[src/rtl/shifter_pipe.sv]
// rtl/shifter_pipe.sv - pipelined barrel shifter/rotator, one amount bit per stage, valid/ready on both sides
// Optional SHIFTER_PIPE_SRA_EN: op 100 is arithmetic right shift; otherwise op 100 behaves as SRL.
module shifter_pipe #(
  parameter int WIDTH = 16,
  localparam int AW = $clog2(WIDTH)
) (
  input  logic             clk,
  input  logic             rst,
  input  logic             in_valid,
  output logic             in_ready,
  input  logic [WIDTH-1:0] in_data,
  input  logic [AW-1:0]    in_amt,
  input  logic [2:0]       in_op,
  output logic             out_valid,
  input  logic             out_ready,
  output logic [WIDTH-1:0] out_data
);

  logic [AW-1:0]    vld;
  logic [AW-1:0]    ld;
  logic [WIDTH-1:0] dat   [AW];
  logic [AW-1:0]    amt_r [AW];
  logic [2:0]       op_r  [AW];
`ifdef SHIFTER_PIPE_SRA_EN
  logic             sgn_r [AW];
`endif

  // A stage may load when it is empty or everything downstream of it moves.
  always_comb begin : load_chain
    logic acc;
    acc = out_ready;
    for (int k = AW - 1; k >= 0; k--) begin
      acc   = !vld[k] || acc;
      ld[k] = acc;
    end
  end

  assign in_ready  = ld[0];
  assign out_valid = vld[AW-1];
  assign out_data  = dat[AW-1];

  for (genvar k = 0; k < AW; k++) begin : g_stage
    localparam int S = 1 << k;

    logic             s_vld;
    logic [WIDTH-1:0] s_dat;
    logic [AW-1:0]    s_amt;
    logic [2:0]       s_op;
    logic [WIDTH-1:0] moved;
`ifdef SHIFTER_PIPE_SRA_EN
    logic             s_sgn;
`endif

    if (k == 0) begin : g_src_in
      assign s_vld = in_valid;
      assign s_dat = in_data;
      assign s_amt = in_amt;
      assign s_op  = in_op;
`ifdef SHIFTER_PIPE_SRA_EN
      assign s_sgn = in_data[WIDTH-1];
`endif
    end else begin : g_src_prev
      assign s_vld = vld[k-1];
      assign s_dat = dat[k-1];
      assign s_amt = amt_r[k-1];
      assign s_op  = op_r[k-1];
`ifdef SHIFTER_PIPE_SRA_EN
      assign s_sgn = sgn_r[k-1];
`endif
    end

    always_comb begin
      moved = s_dat;
      if (s_amt[k]) begin
        case (s_op)
          3'b000:  moved = (s_dat << S) | (s_dat >> (WIDTH - S));
          3'b001:  moved = s_dat << S;
          3'b010:  moved = (s_dat >> S) | (s_dat << (WIDTH - S));
          3'b011:  moved = s_dat >> S;
`ifdef SHIFTER_PIPE_SRA_EN
          // Fill comes from the sign captured at entry, not the current top bit.
          3'b100:  moved = ({WIDTH{s_sgn}} << (WIDTH - S)) | (s_dat >> S);
`else
          3'b100:  moved = s_dat >> S;
`endif
          default: moved = s_dat;
        endcase
      end
    end

    always_ff @(posedge clk) begin
      if (rst) begin
        vld[k]   <= 1'b0;
        dat[k]   <= '0;
        amt_r[k] <= '0;
        op_r[k]  <= '0;
`ifdef SHIFTER_PIPE_SRA_EN
        sgn_r[k] <= 1'b0;
`endif
      end else if (ld[k]) begin
        vld[k]   <= s_vld;
        dat[k]   <= moved;
        amt_r[k] <= s_amt;
        op_r[k]  <= s_op;
`ifdef SHIFTER_PIPE_SRA_EN
        sgn_r[k] <= s_sgn;
`endif
      end
    end
  end

endmodule

[config.mk]
export PLATFORM = sky130hd
export DESIGN_NAME = shifter_pipe
export DESIGN_NICKNAME = d
export VERILOG_FILES = /design/src/rtl/shifter_pipe.sv
export SDC_FILE = /design/constraint.sdc
export NUM_CORES = 1
export LEC_CHECK = 0
export ABC_AREA = 1
export BUFFER_PORTS_ARGS = -buffer_cell sky130_fd_sc_hd__buf_2
export CORE_UTILIZATION = 60
export CTS_BUF_LIST = sky130_fd_sc_hd__clkbuf_16
export DETAILED_ROUTE_END_ITERATION = 8
export PLACE_DENSITY = 0.79
export SYNTH_ARGS = -nofsm -noshare
export SYNTH_HDL_FRONTEND = slang
export SYNTH_SLANG_ARGS = --single-unit
[constraint.sdc]
create_clock -name clk -period 3.65 [get_ports clk]
set_input_delay 0.1825 -clock clk [delete_from_list [all_inputs] [get_ports clk]]
set_output_delay 0.1825 -clock clk [all_outputs]
set_load 0.05 [all_outputs]
# [Yosys cells after proc, flatten, opt, wreduce, memory -nomap -nowiden]
# Memories as Yosys holds them, arrays and structs flattened.
# Index checks and enable logic that the tools add are counted.
[totals] register_bits=4 mem_bits_rw=92 input_bits=27 out_inout_bits=18 elab_cells=93 memories=3
[op_classes] eq_ne=16 n_mux=34 n_bitwise=19 n_reduce_logical=17
[mem_list] name="dat" words=4 word_bits=16 rd=4 rd_ports_with_merged_regs=0 write_ports=4 line_no="21" rtl="logic [WIDTH-1:0] dat [AW];"
[mem_list] name="amt_r" words=4 word_bits=4 rd=3 rd_ports_with_merged_regs=0 write_ports=4 line_no="22" rtl="logic [AW-1:0] amt_r [AW];"
[mem_list] name="op_r" words=4 word_bits=3 rd=3 rd_ports_with_merged_regs=0 write_ports=4 line_no="23" rtl="logic [2:0] op_r [AW];"
[op_table] op="16-bit one-hot mux with 4 select lines" n=3
[op_table] op="16-bit two-way mux" n=8
[op_table] op="16-bit one-hot mux with 3 select lines" n=1
[op_table] op="3-bit by 2-bit == test with 1-bit output (second input constant)" n=8
[op_table] op="4-bit two-way mux" n=4
[op_table] op="12-bit by 16-bit OR with 16-bit output" n=1
[op_table] op="14-bit by 16-bit OR with 16-bit output" n=1
[op_table] op="15-bit by 16-bit OR with 16-bit output" n=1
[op_table] op="16-bit by 1-bit OR with 16-bit output" n=1
[op_table] op="16-bit by 2-bit OR with 16-bit output" n=1
[op_table] op="16-bit by 4-bit OR with 16-bit output" n=1
[op_table] op="8-bit by 16-bit OR with 16-bit output" n=1
[op_table] op="1-bit two-way mux" n=14
[op_table] op="3-bit by 1-bit == test with 1-bit output (second input constant)" n=4
[op_table] op="3-bit == test (second input constant)" n=4
[op_table] op="3-bit zero test" n=4
[op_table] op="3-bit two-way mux" n=4
[op_table] op="1-bit OR" n=12
[op_table] op="2-bit OR reduction" n=5
[op_table] op="1-bit zero test" n=4
[op_table] op="1-bit logical OR" n=4

# [Depth between registers and ports, before layout]
# Gate-level depths: netlist (run 1).
[depth] word_depth=9 mapped_depth=8 mapped_depth_nobuf=7

# [Worst setup path before layout (run 1)]
# Ideal clock, no wire load.
[synth_timing] kind="flip-flop to flip-flop" start="reg vld[3] (netlist: out_valid)" end="mem amt_r[0][1] (netlist bit), enable pin" setup_ps=308 t_arrival_ps=2318 required_ps=3342 path_slack_ps=1025 stages_incl_launch_ff=5 n_path_buf=0 synth_period_minus_slack_ps=2625 path_cell_list="dfxtp_1 > inv_1 > nor2_4 > nand4_1 > or2_2"
[synth_rtl] element="start, declared" line_no="19" rtl="logic [AW-1:0] vld;"
[synth_rtl] element="start signal, assigned by index" line_no="101" rtl="vld[k] <= s_vld;"
[synth_rtl] element="end, declared" line_no="22"

==> results of run 1 <==
per-layer routing:
metal	share of wire	wire, µm	vias up	GRT usage
li1	-	-	2068	-
met1	0.39	3960	1829	0.268
met2	0.54	5470	155	0.505
met3	0.037	379	27	0.0369
met4	0.031	311	0	0.141
met5	0	0	-	0
worst register-to-register path: cells and delay by family (launching register included):
kind / cells / cell delay, ns
simple gates: 3 / 0.88
flops: 1 / 0.44
compound gates: 1 / 0.47
worst paths after layout:
path | start | end | slack, ns | depth (start not counted)
max | op_r[0][4] | dat[1][14] | 1.60 | 4
min | rst | g_stage[1].s_vld | 0.06 | 2
max reg2reg | op_r[0][4] | dat[1][14] | 1.60 | 4
min reg2reg | g_stage[1].s_vld | g_stage[2].s_vld | 0.49 | 2
through the flow:
stage	setup WS [ns]	hold slack [ns]	instance area, µm²
floorplan	1.02	0.252	4890
global placement	1.77	0.391	5000
detailed placement	1.66	0.404	5000
CTS	1.65	0.0518	5390
global route	1.43	0.0773	5390
finish	1.60	0.0571	5390
sequential cells by signal, summed over array words and instances (netlist names):
signal         flops
amt_r              6
dat               64
g_stage.s_vld      3
op_r               9
out_valid          1
cell families (layout without fill, tap and decap cells):
kind of cell | count (synthesis) | count (layout)
buffers and inverters | 124 | 144
flip-flops | 83 | 83
AO/OA/AOI/OAI | 31 | 31
AND/OR/NAND/NOR | 414 | 414
cells in the mapped netlist, drive strengths merged:
library cell,n,share of area
or2,1,0.0013
nand3,75,0.077
dfxtp,4,0.016
nor2,187,0.15
a21oi,14,0.014
edfxtp,79,0.48
clkbuf,8,0.0061
o21ai,17,0.024
nand2,149,0.12
inv,83,0.064
nand4,2,0.0038
buf,33,0.045
power breakdown:
part           switching (µW)  leakage, µW  internal (µW)  total [µW]
registers                37.7     0.000970           1100        1140
clock network             356     0.000190            806        1160
logic                     210      0.00140           94.6         304
final cells by class:
| type | instances | area (µm²) | share of cell area |
|---|---|---|---|
| multi-input combinational | 445 | 1880 | 0.349 |
| tap | 102 | 128 | 0.0237 |
| timing repair buffer | 45 | 228 | 0.0423 |
| clock buffer | 9 | 225 | 0.0418 |
| sequential | 83 | 2450 | 0.455 |
| inverter | 83 | 312 | 0.0578 |
| clock inverter | 7 | 164 | 0.0304 |
==> reports/results.ini, run 1 <==
[pwr]
power-per-cell-area_nw_per_um2=484
design_power_total_uw=2610
power.ir.vdd_worst_v=0.000223
leakage_uw=0.00256

[global_routing]
track_usage=0.261
initial_antenna_violation_count=0
via_count_of_the_first_global_routing_pass=4061
grt_start_max_net_pins=24
grt_pass1_wl_um=17700
grt-ovfl-total=0

[sta]
actual_transition_at_the_worst_max_transition_pin_ns=0.974
setup_total_negative_slack_ns=0
timing.final.setup_violations=0
rsz0062_at_grt=false
final.min_clock_period_ns=2.05
max_freq_ghz=0.489
final_hold_viol_count=0
maxSlewHeadroom=0.349
finalMaxSlewViolations=0
fin_crit_sh=0.561
final.setup_skew_ns=0.00699

[synth]
syn_area_um2=4890
synth.net_count=679
syn-instance-count=652
post_synth_and_or_nand_nor_area_fraction=0.346
portion_of_netlist_area_occupied_by_mux_cells=0
syn-mean-instance-area_um2=7.51
yosys.area_share.xor_xnor=0
library_cells_used_by_synthesis=23
synthAdderAreaFrac=0
dominant_combinational_cell_family_by_area_after_synthesis=simple AND/OR/NAND/NOR gates
post_synthesis_register_bit_count=83
ys_warn_count=0
ys_seq_area_frac=0.501
synth_compound_area_frac=0.0378

[setup_path]
critPathSlowestCell=nand2_1
cp_num_buf_inv=0
arrival_ns=2.13
cpMostUsedCell=nor2_1
critPathKind=reg2reg
critPathMaxFanout=20
crit_family=simple AND/OR/NAND/NOR gates
cp.required_ns=3.73
critPathMaxStageDelay_ns=0.54
cells_along_the_critical_path=o21ai_2 > nand2_1 > nor2_1 > nor2_1
critical_path.endpoint_type=flop
critical_path.startpoint_type=flop

[final_layout]
post-route-util=0.690
count_of_antenna_diodes_in_the_layout=0
drive_above_1_share=0.119
area_delta_synth_final_pct=10.1
layout.cells.most_common_list=nor2_1, nand2_1, edfxtp_1
mostFrequentLayoutCell=nor2_1
n_fill_cell=645
post_layout_nonfiller_instances=774
layout.nets=694

[floorplan]
core_area_um2=7810
horizontal_die_dimension_um=92.3
die-height_um=92.3
initial_core_util=0.627
io_pins=45
floorplan.die_area_um2=8520
rows=32

[routing]
drt-wirelength-per-cell_um=13.1
final_wirelength_um=10100
drt_pass1_iterations=5
initialDrtViolationCount=145
post-route-drc-count=0
avg_vias_per_cell=5.27
route.vias.total=4079
postRouteAntennaNets=0

[clocking]
htreeDepth=3
tritoncts=done
cts-hold-fix-buffers=0
post_cts_buffers=0
clock-sinks=83
tritoncts.num_buffers=9
cts.repair.resized=0
clk-insertion-delay-late_ns=0.33
clockRootBuffer=clkbuf_16
cts.clk_slew.worst_paths_ns=0.06
clock_path_buffers=2

[status]
outcome=finished, final reports clean

[min_path]
hp-class=in2reg

[placed_design]
number_of_cells_in_the_design_after_placement=758
post-dp-hpwl_um=7370
routabilityCongestion=0.971
portBuffers=44

[run]
cap_viol_max_count=0

Note: power is estimated with default switching activity, not from simulation.
==> inputs of run 2 (changes only) <==
- clock period: 3.65 -> 1.93 ns (I/O delays scaled with it)
==> run 2 against run 1 <==
First-iteration DRC count is 11% lower; sequential share of layout area is 0.57 points lower; non-clock buffer count is 14 higher; clock power is 71% higher; combinational power is 93% higher; global-route usage is 1.1 points lower; die area stayed put.
==> reports/results.ini, run 2 (synthesized netlist as in run 1, its figures left out) <==
[placed_design]
placement.cell_area_um2=5090  ; +1.9%
portBuffers=44  ; unchanged
post-dp-hpwl_um=7270  ; -1.4%
routabilityCongestion=0.925  ; -4.7%

[floorplan]
io_pins=45  ; unchanged
floorplan.die_area_um2=8520  ; unchanged
initial_core_util=0.627  ; unchanged
die-height_um=92.3  ; unchanged
core_area_um2=7810  ; unchanged
rows=32  ; unchanged
horizontal_die_dimension_um=92.3  ; unchanged

[setup_path]
cells_along_the_critical_path=o21ai_4 > nand2_4 > nor2_1 > nor2_1 > nor2_1
cp.required_ns=2.13  ; -1.60 ns
worstSetupEndpoint=dat[0][19]
rrSetupSlack_ns=0.24  ; -1.36 ns
cp_num_buf_inv=0  ; unchanged
r2r_end=dat[0][19]
critical_path.startpoint_type=flop
critPathSlowestCell=edfxtp_1
cpMostUsedCell=nor2_1
arrival_ns=1.89  ; -0.24 ns
worst_setup_path_startpoint=op_r[0][1]
critPathKind=reg2reg
critical_path.endpoint_type=flop
worst_r2r_path_depth=5  ; +1
critical_path_depth=5  ; +1
origin_of_the_critical_flop_to_flop_path=op_r[0][1]
critPathMaxStageDelay_ns=0.49  ; -0.05 ns
crit_family=simple AND/OR/NAND/NOR gates
critPathMaxFanout=18  ; -10%

[sta]
final.setup_skew_ns=0.00635  ; -0.000645 ns
final_hold_viol_count=0  ; unchanged
fin_crit_sh=0.875  ; +0.314
maxSlewHeadroom=0.542  ; +0.193
setup_total_negative_slack_ns=0  ; unchanged
actual_transition_at_the_worst_max_transition_pin_ns=0.685  ; -0.289 ns
rsz0062_at_grt=false
max_freq_ghz=0.592  ; +21%
final_hold_slack_ns=0.0556  ; -0.00149 ns
timing.final.setup_violations=0  ; unchanged
finalMaxSlewViolations=0  ; unchanged
final.min_clock_period_ns=1.69  ; -0.357 ns

[global_routing]
grt-ovfl-total=0  ; unchanged
grt_pass1_wl_um=16800  ; -5.3%
track_usage=0.250  ; -0.0110
initial_antenna_violation_count=0  ; unchanged
grt_start_max_net_pins=24  ; unchanged
via_count_of_the_first_global_routing_pass=3999  ; -1.5%

[routing]
initialDrtViolationCount=129  ; -11%
final_wirelength_um=9550  ; -5.7%
post-route-drc-count=0  ; unchanged
drt_pass1_iterations=4  ; -1
drt-wirelength-per-cell_um=12.1  ; -7.4%
avg_vias_per_cell=5.12  ; -2.9%
route.vias.total=4033  ; -1.1%
postRouteAntennaNets=0  ; unchanged

[pwr]
design_power_total_uw=4710  ; +81%
power.ir.vdd_worst_v=0.000501  ; +120%
leakage_uw=0.00260  ; +1.7%
power-per-cell-area_nw_per_um2=863  ; +78%

[final_layout]
area_delta_synth_final_pct=11.6
post-route-util=0.700  ; +0.00978
reg_top3=dat: 64 flops, op_r: 9 flops, amt_r: 6 flops
layout.nets=708  ; +2.0%
drive_above_1_share=0.137  ; +0.0180
layout.cells.most_common_list=nor2_1, nand2_1, edfxtp_1
mostFrequentLayoutCell=nor2_1
max_reg_flops=64  ; unchanged
count_of_antenna_diodes_in_the_layout=0  ; unchanged
registers.top_by_ff_count=dat
layout.cell_area.non_filler_um2=5460  ; +1.4%

[clocking]
tritoncts.num_buffers=9  ; unchanged
tritoncts=done
clock_path_buffers=2  ; unchanged
clk-insertion-delay-late_ns=0.34  ; about the same
cts.clk_slew.worst_paths_ns=0.06  ; about the same
clock-sinks=83  ; unchanged
htreeDepth=3  ; unchanged
clockRootBuffer=clkbuf_16

[min_path]
min_from=in_amt[1]
hp-class=in2reg

[status]
outcome=finished, final reports clean

[run]
cap_viol_max_count=0  ; unchanged

## run 2: cell types whose count changed in the layout (fill, tap and decap cells not counted), moves of 2 or more
| cell | delta |
|---|---|
| dlygate4sd3_1 | +2 |
| bufinv_16 | -2 |
| inv_6 | +2 |
| buf_4 | +12 |
## run 2: area by class of cell
class                   count  area [µm²]
repair buffers             59         338
well taps                 102         128
clock buffers               9         225
clock inverters             7         124
fillers                   637        2340
multi-input cells         445        1880
flip-flops and latches     83        2460
inverters                  83         312
## run 2: worst min path at each step
stage | end | slack [ns] | cells after the start
after floorplan | g_stage[1].s_vld | 0.17 | 1
after global placement | g_stage[1].s_vld | 0.32 | 2
after detailed placement | g_stage[1].s_vld | 0.33 | 2
after CTS | amt_r[0][1] | 0.06 | 3
after global routing | amt_r[0][1] | 0.08 | 3
final | amt_r[0][1] | 0.06 | 3
## run 2: what timing repair did
item,CTS,global route
hold buffers,2,0
resized for setup,0,0
hold endpoints to repair,1,0
buffers inserted,0,0
## run 2: through the flow
step / setup slack (ns) / cells
after floorplan: -0.298 / 652
after global placement: 0.385 / 770
after detailed placement: 0.306 / 770
after CTS: 0.248 / 788
after global routing: 0.108 / 788
final: 0.241 / 788
## run 2: metal layers
layer | GRT usage | wire length [µm]
met3 | 0.0369 | 307
met1 | 0.235 | 3560
met2 | 0.501 | 5220
met5 | 0 | 0
met4 | 0.148 | 459
## run 2: report_power, final
group          switching, µW  internal [µW]  leakage, µW
combinational            392            194      0.00147
clock                    704           1270     0.000167
sequential              66.4           2080     0.000971
## run 2: worst min-delay path: stages
cell,delay [ns]
buf_2,0.08
inv_1,0.03
nor2_1,0.08
